**config.mk**
```make
export PLATFORM = sky130hd
export DESIGN_NAME = linear_transfomation_cfg
export DESIGN_NICKNAME = d
export VERILOG_FILES = /design/src/rtl/linear_transfomation_cfg.sv
export SDC_FILE = /design/constraint.sdc
export NUM_CORES = 2
export LEC_CHECK = 0
export BUFFER_PORTS_ARGS = -buffer_cell sky130_fd_sc_hd__buf_2
export CAP_MARGIN = 40
export CORE_UTILIZATION = 52
export DETAILED_ROUTE_END_ITERATION = 16
export PLACE_DENSITY = 0.76
export SETUP_SLACK_MARGIN = 0.1
export SYNTH_ARGS = -nofsm -noshare
export SYNTH_HDL_FRONTEND = slang
export SYNTH_SLANG_ARGS = --single-unit
```
**constraint.sdc**
```tcl
create_clock -name clock -period 3.75 [get_ports clock]
set_clock_uncertainty 0.05 [all_clocks]
set_input_delay 0.375 -clock clock [delete_from_list [all_inputs] [get_ports clock]]
set_output_delay 0.375 -clock clock [all_outputs]
set_load 0.005 [all_outputs]
```
**src/rtl/linear_transfomation_cfg.sv**
```systemverilog
// Configuration controller for the 16-segment piecewise-linear transform.
// Host writes fill a shadow table; a validated commit swaps it into the active table at frame_start.
module linear_transfomation_cfg #(
    parameter int DSIZE = 12,
    parameter int DT_I  = 8,
    parameter int DT_D  = 4,
    localparam int DT   = DT_I + DT_D,
    localparam int DW   = (DSIZE > DT) ? DSIZE : DT
) (
    input  logic                clock,
    input  logic                rst,
    input  logic                wr_valid,
    output logic                wr_ready,
    input  logic [5:0]          wr_addr,
    input  logic [DW-1:0]       wr_data,
    input  logic                commit,
    input  logic                frame_start,
    output logic                busy,
    output logic                cfg_err,
    output logic                swap_done,
    output logic [16*DSIZE-1:0] m_flat,
    output logic [16*DSIZE-1:0] c_flat,
    output logic [16*DT-1:0]    d_flat
);

    typedef enum logic [1:0] {IDLE, CHECK, PEND} state_t;

    state_t           state;
    logic [3:0]       idx;
    logic [DSIZE-1:0] m_sh [16];
    logic [DSIZE-1:0] c_sh [16];
    logic [DT-1:0]    d_sh [16];
    logic             wr_fire;

    assign wr_ready = (state == IDLE);
    assign busy     = (state != IDLE);
    assign wr_fire  = wr_valid & wr_ready;

    always_ff @(posedge clock) begin
        if (rst) begin
            state     <= IDLE;
            idx       <= '0;
            cfg_err   <= 1'b0;
            swap_done <= 1'b0;
            m_flat    <= '0;
            c_flat    <= '0;
            d_flat    <= '0;
            for (int unsigned i = 0; i < 16; i++) begin
                m_sh[i] <= '0;
                c_sh[i] <= '0;
                d_sh[i] <= '0;
            end
        end else begin
            swap_done <= 1'b0;

            // Writes land on the same edge a concurrent commit enters CHECK, so the check sees them.
            if (wr_fire) begin
                case (wr_addr[5:4])
                    2'd0:    m_sh[wr_addr[3:0]] <= wr_data[DSIZE-1:0];
                    2'd1:    c_sh[wr_addr[3:0]] <= wr_data[DSIZE-1:0];
                    2'd2:    d_sh[wr_addr[3:0]] <= wr_data[DT-1:0];
                    default: ;
                endcase
            end

            case (state)
                IDLE: begin
                    if (commit) begin
                        idx     <= '0;
                        cfg_err <= 1'b0;
                        state   <= CHECK;
                    end
                end
                CHECK: begin
                    if (m_sh[idx] > m_sh[idx + 4'd1]) begin
                        cfg_err <= 1'b1;
                        state   <= IDLE;
                    end else if (idx == 4'd14) begin
                        state <= PEND;
                    end else begin
                        idx <= idx + 4'd1;
                    end
                end
                PEND: begin
                    if (frame_start) begin
                        for (int unsigned i = 0; i < 16; i++) begin
                            m_flat[i*DSIZE +: DSIZE] <= m_sh[i];
                            c_flat[i*DSIZE +: DSIZE] <= c_sh[i];
                            d_flat[i*DT +: DT]       <= d_sh[i];
                        end
                        swap_done <= 1'b1;
                        state     <= IDLE;
                    end
                end
                default: state <= IDLE;
            endcase
        end
    end

endmodule
```
After elaboration in Yosys (flattened, before gate mapping). Memories as Yosys holds them, arrays and structs flattened. A register that Yosys moved wholly into a read port is not among the register bits. Cells that the tools add are included.

Register bits after elaboration: 8. Bits in writable memories: 576. Input port bits: 23. Output and inout port bits: 580. Logic and storage cells: 72. Memories kept: 3.

Memory list: c_sh (depth 16, width 12, read ports 16, clocked after Yosys merged registers in 16, wr ports 16, RTL line 31) `logic [DSIZE-1:0] c_sh [16];`; d_sh (depth 16, width 12, read ports 16, clocked after Yosys merged registers in 16, wr ports 16, RTL line 32) `logic [DT-1:0] d_sh [16];`; m_sh (depth 16, width 12, read ports 18, clocked after Yosys merged registers in 17, wr ports 16, RTL line 30) `logic [DSIZE-1:0] m_sh [16];`.

Add/sub/neg operators: 1. Order comparisons: 1. Equal/unequal tests: 11. Mux-type cells: 38. Bitwise logic cells: 2. Reduce and logical (&&, ||, !) cells: 12.

Operators by type and width (number): 12-bit two-way mux (3); 12-bit OR reduction (3); 4-bit two-way mux (8); 1-bit two-way mux (20); 12-bit greater-than comparator (1); 2-bit two-way mux (4); 2-bit != test, second input constant (4); 4-bit one-hot mux with 2 select lines (1); 2-bit one-hot mux with 3 select lines (1); 3-bit AND reduction (2); 4-bit by 1-bit adder with 4-bit output, second input constant (1); 2-bit by 1-bit == test with 1-bit output, second input constant (2); 2-bit == test, second input constant (2); 4-bit == test, second input constant (1); 2-bit logical NOT (2); 4-bit AND reduction (1); 2-bit nonzero test (2); 3-bit != test, second input constant (1); 2-bit by 1-bit != test with 1-bit output, second input constant (1); 1-bit one-hot mux with 2 select lines (1); 2-bit AND reduction (1); 2-bit OR reduction (1); 1-bit bitwise AND (1); 1-bit NOT (1).

Depth between registers and ports, before layout.
Word-level depth: 7. Depth in mapped cells: 17. Depth with buffers taken out: 12.

Least setup slack after synthesis. OpenSTA, ideal clock, no wires.

Kind: register to register. Start point: register idx[0]. End point: register idx[0]. Setup time: 0.070 ns. Data arrival time: 3.848 ns. Data required time: 3.630 ns. Path slack: -0.218 ns. Cell stages (with the launch flop): 18. Path buffers: 5. Clock period less this slack: 3.968 ns. Cell sequence: dfxtp_1 -> buf_6 -> buf_6 -> clkbuf_8 -> inv_1 -> ha_1 -> buf_6 -> clkbuf_8 -> mux4_2 -> mux4_2 -> inv_1 -> ha_1 -> nor2b_1 -> o211ai_2 -> a211oi_1 -> o41a_1 -> or3_1 -> a21oi_1.

Word-level cells in the longest chain between the ends: 5. Elaborated cells on any way between the ends: 10.

RTL lines: start: declaration (RTL line 29) `logic [3:0] idx;`; start signal: assignment (RTL line 81) `idx <= idx + 4'd1;`; 4-bit by 1-bit adder with 4-bit output (RTL line 75, 81); memory 16 x 12 bit; 12-bit greater-than comparator (RTL line 75) `if (m_sh[idx] > m_sh[idx + 4'd1]) begin`; 2-bit != test (no line); 4-bit AND reduction (no line).

Several ways; a longest one is shown, not always the timed one. The select of a mux whose other input is x is not followed. A chain may end at the register's enable or synchronous reset.

==> flow_results.org <==
** Synth
- Number of warnings reported in the yosys synthesis log :: 0
- Post-synthesis area per instance :: 11.0 um2
- Synthesis produced a netlist whose cell count is 4130.
- In this run, distinct cell masters in the synthesized netlist total 40.
- Sequential cells were found to cover a little under two thirds of the synthesized design area.
- After synthesis, the share of flip-flops with an asynchronous set or reset is 0%.
- EDFF count, synth :: 576
- Number of nets produced by synthesis :: 4167
- Area of the mapped netlist :: between 40000 and 50000 um2
- After synthesis the netlist holds a flip-flop and latch count of 1164.
- Ys flop type :: dfxtp_1

** Floorplanning
- In this run the vertical extent of the chip is 298 um.
- The die is 298 um wide.
- 603 I/O pins were placed.
- Area of the placeable core :: 86800 um2
- Initial cell density of the core :: approximately 52%
- The die covers 88700 um2.
- The floorplan has 108 rows.

** Pwr
- The analysis attributes to cell leakage a power of around 21 nW.
- For this design the total switching power over the nets is 5.90 mW.
- Internal Dissipation :: 20.9 mW
- Switching Fraction :: 22.0%
- For this design the ratio of total power to cell area is roughly 500 nW/um2.
- Combinational cell fraction of total power :: 4.7%
- Clock Power Share :: about 44%
- Peak supply drop :: a little under 0.0006 V
- Sequential cells account for 51.0% of the total power.

** Timing
- The number of slew-limit violations in the final report came to 0.
- Shortest clock period the worst path allows after layout :: about 3.7 ns
- Total count of hold-check failures in the final report :: 0
- Fin Hold WS :: 0.120 ns
- Derived from the worst setup path, the maximum achievable clock frequency is 269 MHz.
- Portion of the clock cycle consumed by the worst path in the final layout :: 99.0%
- For the pin with the worst max-slew slack, the measured transition is 1.07 ns.
- Setup repair after global routing could not meet its margin everywhere.
- Setup violations remaining at the end of the flow were counted as 0.
- Measured against its own limit, the worst slew margin works out to approximately 28%.

** Worst setup path
- Count of cells along the worst register-to-register path :: 15
- Critical path peak fanout :: 13
- For the worst setup path, the data arrival time is 4.27 ns.
- Critical path launch point type :: register
- Worst reg2reg path startpoint :: idx[0]$_SDFFE_PP0P_
- STA classifies the critical path endpoint as a register.
- Reg-to-reg setup timing slack :: between 0.03 and 0.04 ns
- At the worst endpoint, the required time is 4.31 ns.
- Classification of the worst setup path :: register to register
- CP Launch Point :: idx[0]$_SDFFE_PP0P_

** Detailed routing
- Final routed wire length divided by cell count :: 23.7 um
- The count of nets left with antenna violations once routing finished came out at 0.
- Via count normalized by instance count :: 5.64
- First-pass iteration count of the detailed router :: 8
- For this run, design rule violations remaining after detail routing come to 0.
- DRT Wirelength :: ~140 mm
- Iter 0 DRT Violations :: 3872
- Via count :: 33145

** Layout
- Leaving out fill and tap cells, the most frequent cell in the layout is nand2_1.
- Final cell count without fillers :: 5874
- Fraction of final layout cells sized beyond drive strength 1 :: 23.0%
- Fillcell total :: roughly 7000
- Highest-count cells in the layout ignoring fill and taps :: 1166 x nand2_1, 595 x buf_2, 587 x a21oi_1
- Number of nets at the end of the flow :: 4654
- Area growth syn-to-layout :: 17.7%

** Hold path
- The min-delay analysis places its worst path in the category primary input to register.

** Global route
- Global-route wire length before repair :: around 200 mm
- Entering global routing, the biggest net connects 201 pins.
- Congestion Overflow GR :: 0
- The number of antenna violations at the first check in global routing came to 11.
- Total track usage :: 30.8%
- Vias in the first global route :: ~32000

** Place
- At the end of routability-driven placement, the weighted congestion stood at 0.977.
- Number of placed cells counting well taps :: 5645
- Hpwl dp :: between 90 and 100 mm
- During placement, the flow inserted port buffers numbering 602.

** Clock tree
- TritonCTS created 112 clock buffers.
- At the later pin of the worst-skew pair, clock insertion delay measures 0.71 ns.
- Counting along the longest clock path gives a buffer depth of 3.
- Clock tree synthesis selected as its root buffer the cell clkbuf_16.
- Clock-pin slew was measured on the worst setup and hold paths at 0.07 ns.
- The H-tree generated during clock tree synthesis spans 3 levels.
- The tree built by TritonCTS fans out to 1164 sinks.
- Clock tree from TritonCTS :: done

** Job
- Across the run, the number of max-cap violations was 0.

** Run status
- The flow ran to the end, and the final reports show no timing, DRC or antenna violations.
## worst min path at each step
stage	from	endpoint	slack, ns	cells after the start
floorplan	c_flat[0]$_SDFFE_PP0P_	c_flat[0]$_SDFFE_PP0P_	0.40	2
detailed placement	d_flat[66]$_SDFFE_PP0P_	d_flat[66]$_SDFFE_PP0P_	0.39	2
global placement	c_flat[39]$_SDFFE_PP0P_	c_flat[39]$_SDFFE_PP0P_	0.39	2
CTS	wr_data[1]	m_sh[9][1]$_SDFFCE_PN0P_	0.06	2
global route	wr_data[1]	m_sh[9][1]$_SDFFCE_PN0P_	0.08	2
finish	wr_data[1]	m_sh[9][1]$_SDFFCE_PN0P_	0.12	2
## cell families after synthesis
logic type      Yosys count  share of synthesized area [%]
compound gates          602                           6.71
fa+ha+maj                14                          0.385
buf+inv                 351                           3.72
simple gates           1877                           19.3
mux                     120                           6.03
xor+xnor                  2                         0.0385
flops                  1164                           63.9
## layer usage
| metal | part of all wire [%] | vias up | track usage [%] |
|---|---|---|---|
| li1 | - | 14815 | - |
| met1 | 36 | 16205 | 37.6 |
| met2 | 49 | 1715 | 50.9 |
| met3 | 9.1 | 400 | 7.18 |
| met4 | 6.0 | 10 | 16.5 |
| met5 | 0.053 | - | 0 |
## cell type report
cell class | count | area (um2) | share of cell area [%]
multi-input cells | 2615 | 14800 | 27.7
well taps | 1155 | 1450 | 2.70
repair buffers | 709 | 4210 | 7.85
clock buffers | 172 | 3460 | 6.46
diodes | 3 | 7.51 | 0.0140
inverters | 15 | 58.8 | 0.110
flip-flops and latches | 1164 | 29100 | 54.3
clock inverters | 41 | 492 | 0.918
## critical path: stages, from the launching register on
cell and delay [ns]:
dfxtp_2 0.36, inv_4 0.04, ha_4 0.30, buf_12 0.13, buf_6 0.18, mux4_2 0.37, mux4_2 0.48, inv_1 0.07
ha_1 0.25, a21oi_1 0.17, a21boi_1 0.13, buf_4 0.15, o41ai_1 0.41, buf_4 0.22, nand4b_1 0.13, a21oi_1 0.18
## synthesized netlist by cell type (2+ instances only)
master / n / area [um2]
nand2_1: 1166 / 4380
a21oi_1: 591 / 2960
dfxtp_1: 588 / 11800
and2_1: 576 / 3600
edfxtp_1: 576 / 17300
clkbuf_1: 186 / 698
buf_2: 112 / 561
mux4_2: 108 / 2430
or2_2: 48 / 300
nor2_1: 44 / 165
buf_6: 19 / 214
inv_1: 15 / 56.3
ha_1: 14 / 175
mux4_1: 11 / 289
nand3_1: 11 / 55.1
nor2_4: 11 / 124
clkbuf_2: 6 / 30.0
clkbuf_8: 6 / 82.6
nor2b_1: 6 / 37.5
buf_1: 5 / 18.8
nand4_1: 4 / 25.0
o211ai_1: 4 / 30.0
nand4b_1: 3 / 26.3
or3_1: 3 / 18.8
nand3b_1: 2 / 15.0
## timing repair
item | in CTS | in global routing
setup buffers | 8 | 0
endpoints found under the setup margin | 11 | 11
pin swaps | 5 | 5
resized for setup | 12 | 20
endpoints found under the hold margin | 17 | 0
cloned | 0 | 1
hold buffers | 4 | 0
## power groups by stage
stage / registers (mW) / clock network (mW) / logic, mW
floorplan: 13.9 / 0 / 0.775
global placement: 13.9 / 0 / 1.13
detailed placement: 13.9 / 0 / 1.16
CTS: 13.7 / 12.0 / 1.21
global route: 13.7 / 12.5 / 1.32
finish: 13.7 / 11.9 / 1.27
## sequential cells by signal, summed over array words and instances (netlist names), named ones only
register / count
c_flat: 192
c_sh: 192
d_flat: 192
d_sh: 192
m_flat: 192
m_sh: 192
idx: 4
state: 2
cfg_err: 1
swap_done: 1
## through the flow
stage	setup slack [ns]	total power [mW]	setup TNS, ns	area [um2]	util, %
floorplan	-0.0779	14.7	-0.150	45600	-
global placement	-0.000867	15.1	-0.000867	49300	56.8
detailed placement	-0.000636	15.1	-0.000636	49400	56.9
CTS	0.102	26.9	0	53500	61.6
global route	-0.0760	27.5	-0.276	53600	61.8
finish	0.0357	26.8	0	53600	61.8
Power figures use the tool's default switching activity.
